==> src/rtl/ddr2_resp_pkg.sv <==
// rtl/ddr2_resp_pkg.sv - shared encodings and FSM states for the DDR2 app-side responder
package ddr2_resp_pkg;

  localparam logic [2:0] CMD_WRITE = 3'b000;
  localparam logic [2:0] CMD_READ  = 3'b001;

  localparam int ADDR_WORD_MSB = 31;
  localparam int ADDR_CMD_LSB  = 32;
  localparam int ADDR_CMD_MSB  = 34;
  localparam int ADDR_RSVD_BIT = 35;

  typedef enum logic [1:0] {
    INIT,
    IDLE,
    WR,
    RD
  } resp_state_e;

endpackage

==> src/rtl/ddr2_resp_fifo.sv <==
// rtl/ddr2_resp_fifo.sv - show-ahead synchronous FIFO with occupancy count and overflow pulse
module ddr2_resp_fifo #(
  parameter int DEPTH = 16,
  parameter int WIDTH = 8
) (
  input  logic                     clk,
  input  logic                     reset_n,
  input  logic                     push_i,
  input  logic [WIDTH-1:0]         din_i,
  input  logic                     pop_i,
  output logic [WIDTH-1:0]         dout_o,
  output logic [$clog2(DEPTH):0]   count_o,
  output logic                     full_o,
  output logic                     empty_o,
  output logic                     overflow_o
);

  localparam int AW = $clog2(DEPTH);

  logic [WIDTH-1:0] mem_q [DEPTH];
  logic [AW-1:0]    wr_ptr_q;
  logic [AW-1:0]    rd_ptr_q;
  logic [AW:0]      count_q;
  logic             do_push;
  logic             do_pop;

  assign empty_o    = (count_q == '0);
  assign full_o     = (count_q == (AW+1)'(DEPTH));
  assign do_pop     = pop_i && !empty_o;
  // A pop in the same cycle frees the slot, so a push at full is still taken.
  assign do_push    = push_i && (!full_o || do_pop);
  assign overflow_o = push_i && !do_push;
  assign dout_o     = mem_q[rd_ptr_q];
  assign count_o    = count_q;

  always_ff @(posedge clk or negedge reset_n) begin
    if (!reset_n) begin
      wr_ptr_q <= '0;
      rd_ptr_q <= '0;
      count_q  <= '0;
    end else begin
      if (do_push) wr_ptr_q <= wr_ptr_q + 1'b1;
      if (do_pop)  rd_ptr_q <= rd_ptr_q + 1'b1;
      case ({do_push, do_pop})
        2'b10:   count_q <= count_q + 1'b1;
        2'b01:   count_q <= count_q - 1'b1;
        default: count_q <= count_q;
      endcase
    end
  end

  always_ff @(posedge clk) begin
    if (do_push) mem_q[wr_ptr_q] <= din_i;
  end

endmodule

==> src/rtl/ddr2_app_responder.sv <==
// rtl/ddr2_app_responder.sv - behavioural DDR2 app-interface slave with internal word memory
// Optional byte-mask storage in the WDF: DDR2_RESP_MASK_EN.
module ddr2_app_responder
  import ddr2_resp_pkg::*;
#(
  parameter int DQ_WIDTH   = 8,
  parameter int DM_WIDTH   = 1,
  parameter int MEM_AW     = 8,
  parameter int AF_DEPTH   = 16,
  parameter int WDF_DEPTH  = 32,
  parameter int AF_THRESH  = 4,
  parameter int WDF_THRESH = 8,
  parameter int RD_LATENCY = 6
) (
  input  logic                    clk,
  input  logic                    reset_n,
  input  logic [2:0]              burst_length_div2,
  input  logic [35:0]             app_af_addr,
  input  logic                    app_af_wren,
  input  logic [2*DQ_WIDTH-1:0]   app_wdf_data,
  input  logic [2*DM_WIDTH-1:0]   app_mask_data,
  input  logic                    app_wdf_wren,
  output logic                    af_almost_full,
  output logic                    wdf_almost_full,
  output logic                    read_data_valid,
  output logic [2*DQ_WIDTH-1:0]   read_data_fifo_out,
  output logic                    init_done,
  output logic                    overflow_err
);

  localparam int DW     = 2 * DQ_WIDTH;
  localparam int MW     = 2 * DM_WIDTH;
  localparam int AFW    = 3 + MEM_AW;
  localparam int AF_CW  = $clog2(AF_DEPTH) + 1;
  localparam int WDF_CW = $clog2(WDF_DEPTH) + 1;
  localparam logic [AF_CW-1:0]  AF_LIMIT  = AF_CW'(AF_DEPTH - AF_THRESH);
  localparam logic [WDF_CW-1:0] WDF_LIMIT = WDF_CW'(WDF_DEPTH - WDF_THRESH);
`ifdef DDR2_RESP_MASK_EN
  localparam int WDF_W = DW + MW;
`else
  localparam int WDF_W = DW;
`endif

  resp_state_e       state_q;
  logic [MEM_AW-1:0] init_idx_q;
  logic [MEM_AW-1:0] addr_q;
  logic [2:0]        beats_q;
  logic [2:0]        off_q;
  logic              init_done_q;

  logic [AFW-1:0]    af_dout;
  logic [AF_CW-1:0]  af_count;
  logic              af_empty, af_full_unused, af_ovf, af_pop;
  logic [WDF_W-1:0]  wdf_din, wdf_dout;
  logic [WDF_CW-1:0] wdf_count;
  logic              wdf_empty, wdf_full_unused, wdf_ovf, wdf_pop;

  logic [2:0]        af_cmd;
  logic [MEM_AW-1:0] mem_idx;
  logic [DW-1:0]     wr_data;
  logic [MW-1:0]     wr_mask;
  logic              issue;
  logic              unused_in_bits;

  logic [DW-1:0]     mem_q [2**MEM_AW];
  logic              dl_vld_q [RD_LATENCY];
  logic [MEM_AW-1:0] dl_idx_q [RD_LATENCY];
  logic              rd_vld_q;
  logic [DW-1:0]     rd_data_q;
  logic              af_afull_q, wdf_afull_q, ovf_q;
  logic              af_afull_d, wdf_afull_d, ovf_d;

  ddr2_resp_fifo #(.DEPTH(AF_DEPTH), .WIDTH(AFW)) u_af (
    .clk(clk), .reset_n(reset_n),
    .push_i(app_af_wren),
    .din_i({app_af_addr[ADDR_CMD_MSB:ADDR_CMD_LSB], app_af_addr[MEM_AW-1:0]}),
    .pop_i(af_pop), .dout_o(af_dout), .count_o(af_count),
    .full_o(af_full_unused), .empty_o(af_empty), .overflow_o(af_ovf)
  );

  ddr2_resp_fifo #(.DEPTH(WDF_DEPTH), .WIDTH(WDF_W)) u_wdf (
    .clk(clk), .reset_n(reset_n),
    .push_i(app_wdf_wren), .din_i(wdf_din),
    .pop_i(wdf_pop), .dout_o(wdf_dout), .count_o(wdf_count),
    .full_o(wdf_full_unused), .empty_o(wdf_empty), .overflow_o(wdf_ovf)
  );

`ifdef DDR2_RESP_MASK_EN
  assign wdf_din        = {app_mask_data, app_wdf_data};
  assign wr_mask        = wdf_dout[DW +: MW];
  assign unused_in_bits = ^{app_af_addr[ADDR_RSVD_BIT], app_af_addr[ADDR_WORD_MSB:MEM_AW]};
`else
  assign wdf_din        = app_wdf_data;
  assign wr_mask        = '0;
  assign unused_in_bits = ^{app_af_addr[ADDR_RSVD_BIT], app_af_addr[ADDR_WORD_MSB:MEM_AW],
                            app_mask_data};
`endif

  assign wr_data = wdf_dout[DW-1:0];
  assign af_cmd  = af_dout[AFW-1 -: 3];
  assign af_pop  = (state_q == IDLE) && !af_empty;
  assign wdf_pop = (state_q == WR) && !wdf_empty;
  assign issue   = (state_q == RD);
  assign mem_idx = addr_q + MEM_AW'(off_q);

  always_ff @(posedge clk or negedge reset_n) begin
    if (!reset_n) begin
      state_q     <= INIT;
      init_idx_q  <= '0;
      init_done_q <= 1'b0;
      addr_q      <= '0;
      beats_q     <= '0;
      off_q       <= '0;
    end else begin
      case (state_q)
        INIT: begin
          init_idx_q <= init_idx_q + 1'b1;
          if (init_idx_q == '1) begin
            state_q     <= IDLE;
            init_done_q <= 1'b1;
          end
        end
        IDLE: begin
          if (!af_empty) begin
            addr_q  <= af_dout[MEM_AW-1:0];
            beats_q <= burst_length_div2;
            off_q   <= '0;
            if (af_cmd == CMD_WRITE)     state_q <= WR;
            else if (af_cmd == CMD_READ) state_q <= RD;
          end
        end
        WR: begin
          if (!wdf_empty) begin
            off_q   <= off_q + 1'b1;
            beats_q <= beats_q - 1'b1;
            if (beats_q <= 3'd1) state_q <= IDLE;
          end
        end
        RD: begin
          off_q   <= off_q + 1'b1;
          beats_q <= beats_q - 1'b1;
          if (beats_q <= 3'd1) state_q <= IDLE;
        end
        default: state_q <= INIT;
      endcase
    end
  end

  always_ff @(posedge clk) begin
    if (state_q == INIT) begin
      mem_q[init_idx_q] <= '0;
    end else if (wdf_pop) begin
      for (int b = 0; b < MW; b++) begin
        if (!wr_mask[b]) mem_q[mem_idx][8*b +: 8] <= wr_data[8*b +: 8];
      end
    end
  end

  assign af_afull_d  = (af_count >= AF_LIMIT);
  assign wdf_afull_d = (wdf_count >= WDF_LIMIT);
  assign ovf_d       = ovf_q || af_ovf || wdf_ovf;

  // Memory is read at the tail of the delay line so earlier writes are always visible.
  always_ff @(posedge clk or negedge reset_n) begin
    if (!reset_n) begin
      for (int i = 0; i < RD_LATENCY; i++) begin
        dl_vld_q[i] <= 1'b0;
        dl_idx_q[i] <= '0;
      end
      rd_vld_q    <= 1'b0;
      rd_data_q   <= '0;
      af_afull_q  <= 1'b1;
      wdf_afull_q <= 1'b1;
      ovf_q       <= 1'b0;
    end else begin
      dl_vld_q[0] <= issue;
      dl_idx_q[0] <= mem_idx;
      for (int i = 1; i < RD_LATENCY; i++) begin
        dl_vld_q[i] <= dl_vld_q[i-1];
        dl_idx_q[i] <= dl_idx_q[i-1];
      end
      rd_vld_q <= dl_vld_q[RD_LATENCY-1];
      if (dl_vld_q[RD_LATENCY-1]) rd_data_q <= mem_q[dl_idx_q[RD_LATENCY-1]];
      af_afull_q  <= af_afull_d;
      wdf_afull_q <= wdf_afull_d;
      ovf_q       <= ovf_d;
    end
  end

  assign af_almost_full     = af_afull_q;
  assign wdf_almost_full    = wdf_afull_q;
  assign read_data_valid    = rd_vld_q;
  assign read_data_fifo_out = rd_data_q;
  assign init_done          = init_done_q;
  assign overflow_err       = ovf_q;

endmodule

==> config.mk <==
export PLATFORM = sky130hd
export DESIGN_NAME = ddr2_app_responder
export DESIGN_NICKNAME = d
export VERILOG_FILES = /design/src/rtl/ddr2_resp_pkg.sv /design/src/rtl/ddr2_resp_fifo.sv /design/src/rtl/ddr2_app_responder.sv
export SDC_FILE = /design/constraint.sdc
export NUM_CORES = 2
export LEC_CHECK = 0
export ABC_CLOCK_PERIOD_IN_PS = 11920
export CAP_MARGIN = 5
export CORE_MARGIN = 4
export CORE_UTILIZATION = 40
export CTS_CLUSTER_DIAMETER = 100
export DETAILED_ROUTE_END_ITERATION = 12
export HOLD_SLACK_MARGIN = 0.02
export PLACE_DENSITY_LB_ADDON = 0.05
export SETUP_SLACK_MARGIN = 0.1
export SLEW_MARGIN = 20
export SYNTH_ARGS = -nofsm -noshare
export SYNTH_HDL_FRONTEND = slang
export SYNTH_MEMORY_MAX_BITS = 65536
export SYNTH_SLANG_ARGS = --single-unit
==> constraint.sdc <==
create_clock -name clk -period 11.92 [get_ports clk]
set_input_delay 1.788 -clock clk [delete_from_list [all_inputs] [get_ports clk]]
set_output_delay 1.788 -clock clk [all_outputs]
set_load 0.05 [all_outputs]
==> results.sh <==
export IMPL_critPathSlowestCell="buf_4"
export IMPL_synth_top_cell_area_share=0.7597
export IMPL_worst_path_max_fanout=80
export IMPL_grt_pass1_wl_um=759800
export IMPL_cts_root_buf="clkbuf_16"
export IMPL_synthesis_area_mm2=0.1891
export IMPL_fin_nets=9558
export IMPL_grt_start_max_net_pins=208
export IMPL_min_from="dl_idx_q[40]"
export IMPL_holdCritPathClass="register to register"
export IMPL_critPathLaunchType="register"
export IMPL_final_area_mm2=0.2158
export IMPL_cts_buffer_depth=4
export IMPL_gp_congestion=0.7767
export IMPL_max_freq_mhz=156.8
export IMPL_grt_usage=0.2242
export IMPL_io_buffers=54
export IMPL_synth_commonest_cells="edfxtp_1 (4784), mux4_2 (948), mux2i_1 (594)"
export IMPL_final_hold_violation_count=0
export IMPL_drt_total_wl_um=546700
export IMPL_worst_pin_slew_ns=1.256
export IMPL_yosysSeqAreaShare=0.7766
export IMPL_required_ns=12.60
export IMPL_worst_clock_skew_ns=0.03372
export IMPL_routedWlPerCell_um=33.92
export IMPL_drt_iter0_drc=9634
export IMPL_drive_above_1_share=0.2415
export IMPL_reg2reg_to="mem_q[115][1]"
export IMPL_cts_tree="done"
export IMPL_r2r_worst_path_cells=10
export IMPL_die_h_um=695.6
export IMPL_die_w_um=695.6
export IMPL_fin_setup_tns_ns=0
export IMPL_antenna_found_initial=46
export IMPL_critPathBufInv=6
export IMPL_area_growth_pct=14.11
export IMPL_numClockSinks=4912
export IMPL_max_slew_margin=0.1540
export IMPL_setup_violations_final=0
export IMPL_drcViolationCount=0
export IMPL_vias=92170
export IMPL_cp_top_family="buffers and inverters"
export IMPL_ant_nets=0
export IMPL_whs_ns=0.3384
export IMPL_maxSlewViolCount=0
export IMPL_synth_area_leaders="edfxtp_1 (76%), mux4_2 (11%), mux2i_1 (3.1%)"
export IMPL_synth_seq_cells=4912
export IMPL_route_met3_wl_um=33190
export IMPL_arrival_ns=7.06
export IMPL_total_leakage_power_nw=55.26
export IMPL_hold_buffers=0
export IMPL_critPathCaptureType="register"
export IMPL_whs_path_depth=0
export IMPL_io_pins=82
export IMPL_h_tree_depth=6
export IMPL_vdd_drop_max_uv=182.5
export IMPL_dr_wl_met2_um=268600
export IMPL_fp_coreArea_mm2=0.4711
export IMPL_rsz0062_at_grt="false"
export IMPL_ys_warn_count=0
export IMPL_synthArstFlopShare=0.02606
export IMPL_initial_utilization=0.4014
export IMPL_synth_nets=9014
export IMPL_netlist_cell_type_count=78
export IMPL_max_stage_delay_ns=0.87
export IMPL_post_cts_setup_buffers=0
export IMPL_syn_area_per_cell_um2=21.19
export IMPL_maxCapViolCount=0
export IMPL_insertion_delay_ns=1.05
export IMPL_grt_ovfl_total=0
export IMPL_status="complete, no violations"
export IMPL_rows=252
export IMPL_routed_top_layer="met5"
export IMPL_fin_crit_ns=6.380
export IMPL_placed_cell_area_mm2=0.1989
export IMPL_r2r_setup_slack_ns=5.54
export IMPL_holdPathEnd="dl_idx_q[32]"
export IMPL_crit_top_cell="buf_4"
export IMPL_clk_pin_slew_ns=0.06
export IMPL_synth_ff_type="edfxtp_1"
export IMPL_power_density_mw_per_mm2=164.2
export IMPL_cts_buffers=545
export IMPL_synth_most_common_cell="edfxtp_1"
export IMPL_fin_crit_sh=0.5352
export IMPL_syn_inst=8926
export IMPL_worstPathCellList="buf_4 > buf_4 > mux4_2 > mux4_2 > mux2i_1 > nor2_4 > buf_4 > buf_4 > buf_4 > buf_4"
export IMPL_timing_rr_start="u_wdf.rd_ptr_q[0]"
export IMPL_fin_util=0.4581
export IMPL_drtPass1Iterations=5
export IMPL_totalPowerFinal_mw=35.44
export IMPL_synth_edf_count=4784
export IMPL_cts_resized=0
export IMPL_via_per_inst=5.718
export IMPL_dp_hpwl_um=322500
export IMPL_yosysTopAreaCell="edfxtp_1"
export IMPL_dieArea_mm2=0.4838
export IMPL_drt_met1_wl_um=231700
export IMPL_grt_pass1_vias=94410
export IMPL_path_class="register to register"
power by group:
group          leakage [nW]  internal [mW]  total (mW)  switching (mW)
Clock                  8.17           9.33        16.0            6.64
Sequential             36.2           18.9        19.0          0.0927
Combinational          10.9          0.162       0.472           0.311
placed cells by master, fill, tap and decap left out, drive strengths merged, types with 10 or more instances in the layout:
master,netlist,layout
edfxtp,4784,4784
mux4,962,962
clkbuf,167,720
mux2i,594,594
buf,344,467
nor2,440,440
nand2,227,227
o22ai,206,206
clkinv,1,197
a21oi,132,132
dfrtp,126,126
o221ai,124,124
a22oi,124,124
o21ai,113,113
a211oi,69,69
nand3,62,62
inv,38,52
nand4,45,45
clkdlybuf4s50,0,44
a2111oi,41,41
nor3,30,30
xnor2,27,27
mux2,27,27
bufinv,0,26
ha,25,25
nor4,23,23
a211o,20,20
diode,0,14
o211ai,13,13
a22o,12,12
a31oi,11,11
xor2,10,10
a221oi,10,10
and2,10,10
metrics by stage:
step                      cells  setup slack [ns]
after floorplan            8926             2.808
after global placement    15140             5.537
after detailed placement  15140             5.367
after CTS                 16100             5.346
after global routing      16110             5.057
final                     16120             5.541
sequential cells by signal, summed over array words and instances, names as in the netlist, 3 cells and up:
name and cells:
u_wdf.rd_ptr_q 5, addr_q 8, off_q 3, u_af.wr_ptr_q 4
dl_idx_q 48, init_idx_q 8, u_wdf.count_o 6, mem_q 4096
u_af.rd_ptr_q 4, u_af.count_o 5, beats_q 3, u_wdf.wr_ptr_q 5
u_wdf.mem_q 512, u_af.mem_q 176, read_data_fifo_out 16, dl_vld_q 6
worst max-delay path by stage:
stage	start	to	slack, ns	depth (start not counted)
finish	u_wdf.rd_ptr_q[0]	mem_q[115][1]	5.54	10
global route	u_wdf.rd_ptr_q[0]	mem_q[17][1]	5.06	10
CTS	u_wdf.rd_ptr_q[0]	mem_q[115][1]	5.35	10
detailed placement	u_wdf.rd_ptr_q[0]	mem_q[99][1]	5.37	10
global placement	u_wdf.rd_ptr_q[0]	mem_q[96][1]	5.54	10
floorplan	u_wdf.rd_ptr_q[0]	mem_q[0][7]	2.81	7
cells by family after synthesis:
| group | after synthesis | share of synthesized area |
|---|---|---|
| AND/OR/NAND/NOR | 900 | 0.02121 |
| adder cells (fa/ha/maj) | 27 | 0.001866 |
| flip-flops | 4912 | 0.7766 |
| multiplexers | 1583 | 0.1479 |
| AO/OA/AOI/OAI | 914 | 0.03320 |
| buffers and inverters | 553 | 0.01743 |
| XOR/XNOR | 37 | 0.001714 |
per-layer routing:
metal  up-vias  GRT usage
li1      38510          -
met1     50240     0.3114
met2      2758     0.3728
met3       651    0.03521
met4         6    0.05268
met5         -          0
cell type report:
type                       count  area (µm²)
antenna                       14       35.03
clock buffer                 720       14940
clock inverter               238        1804
fill                       39740      255300
inverter                      39       153.9
multi-input combinational   3461       39870
sequential                  4912      146900
tap                         6223        7786
timing repair buffer         511        4313
(Power assumes the default switching activity.)
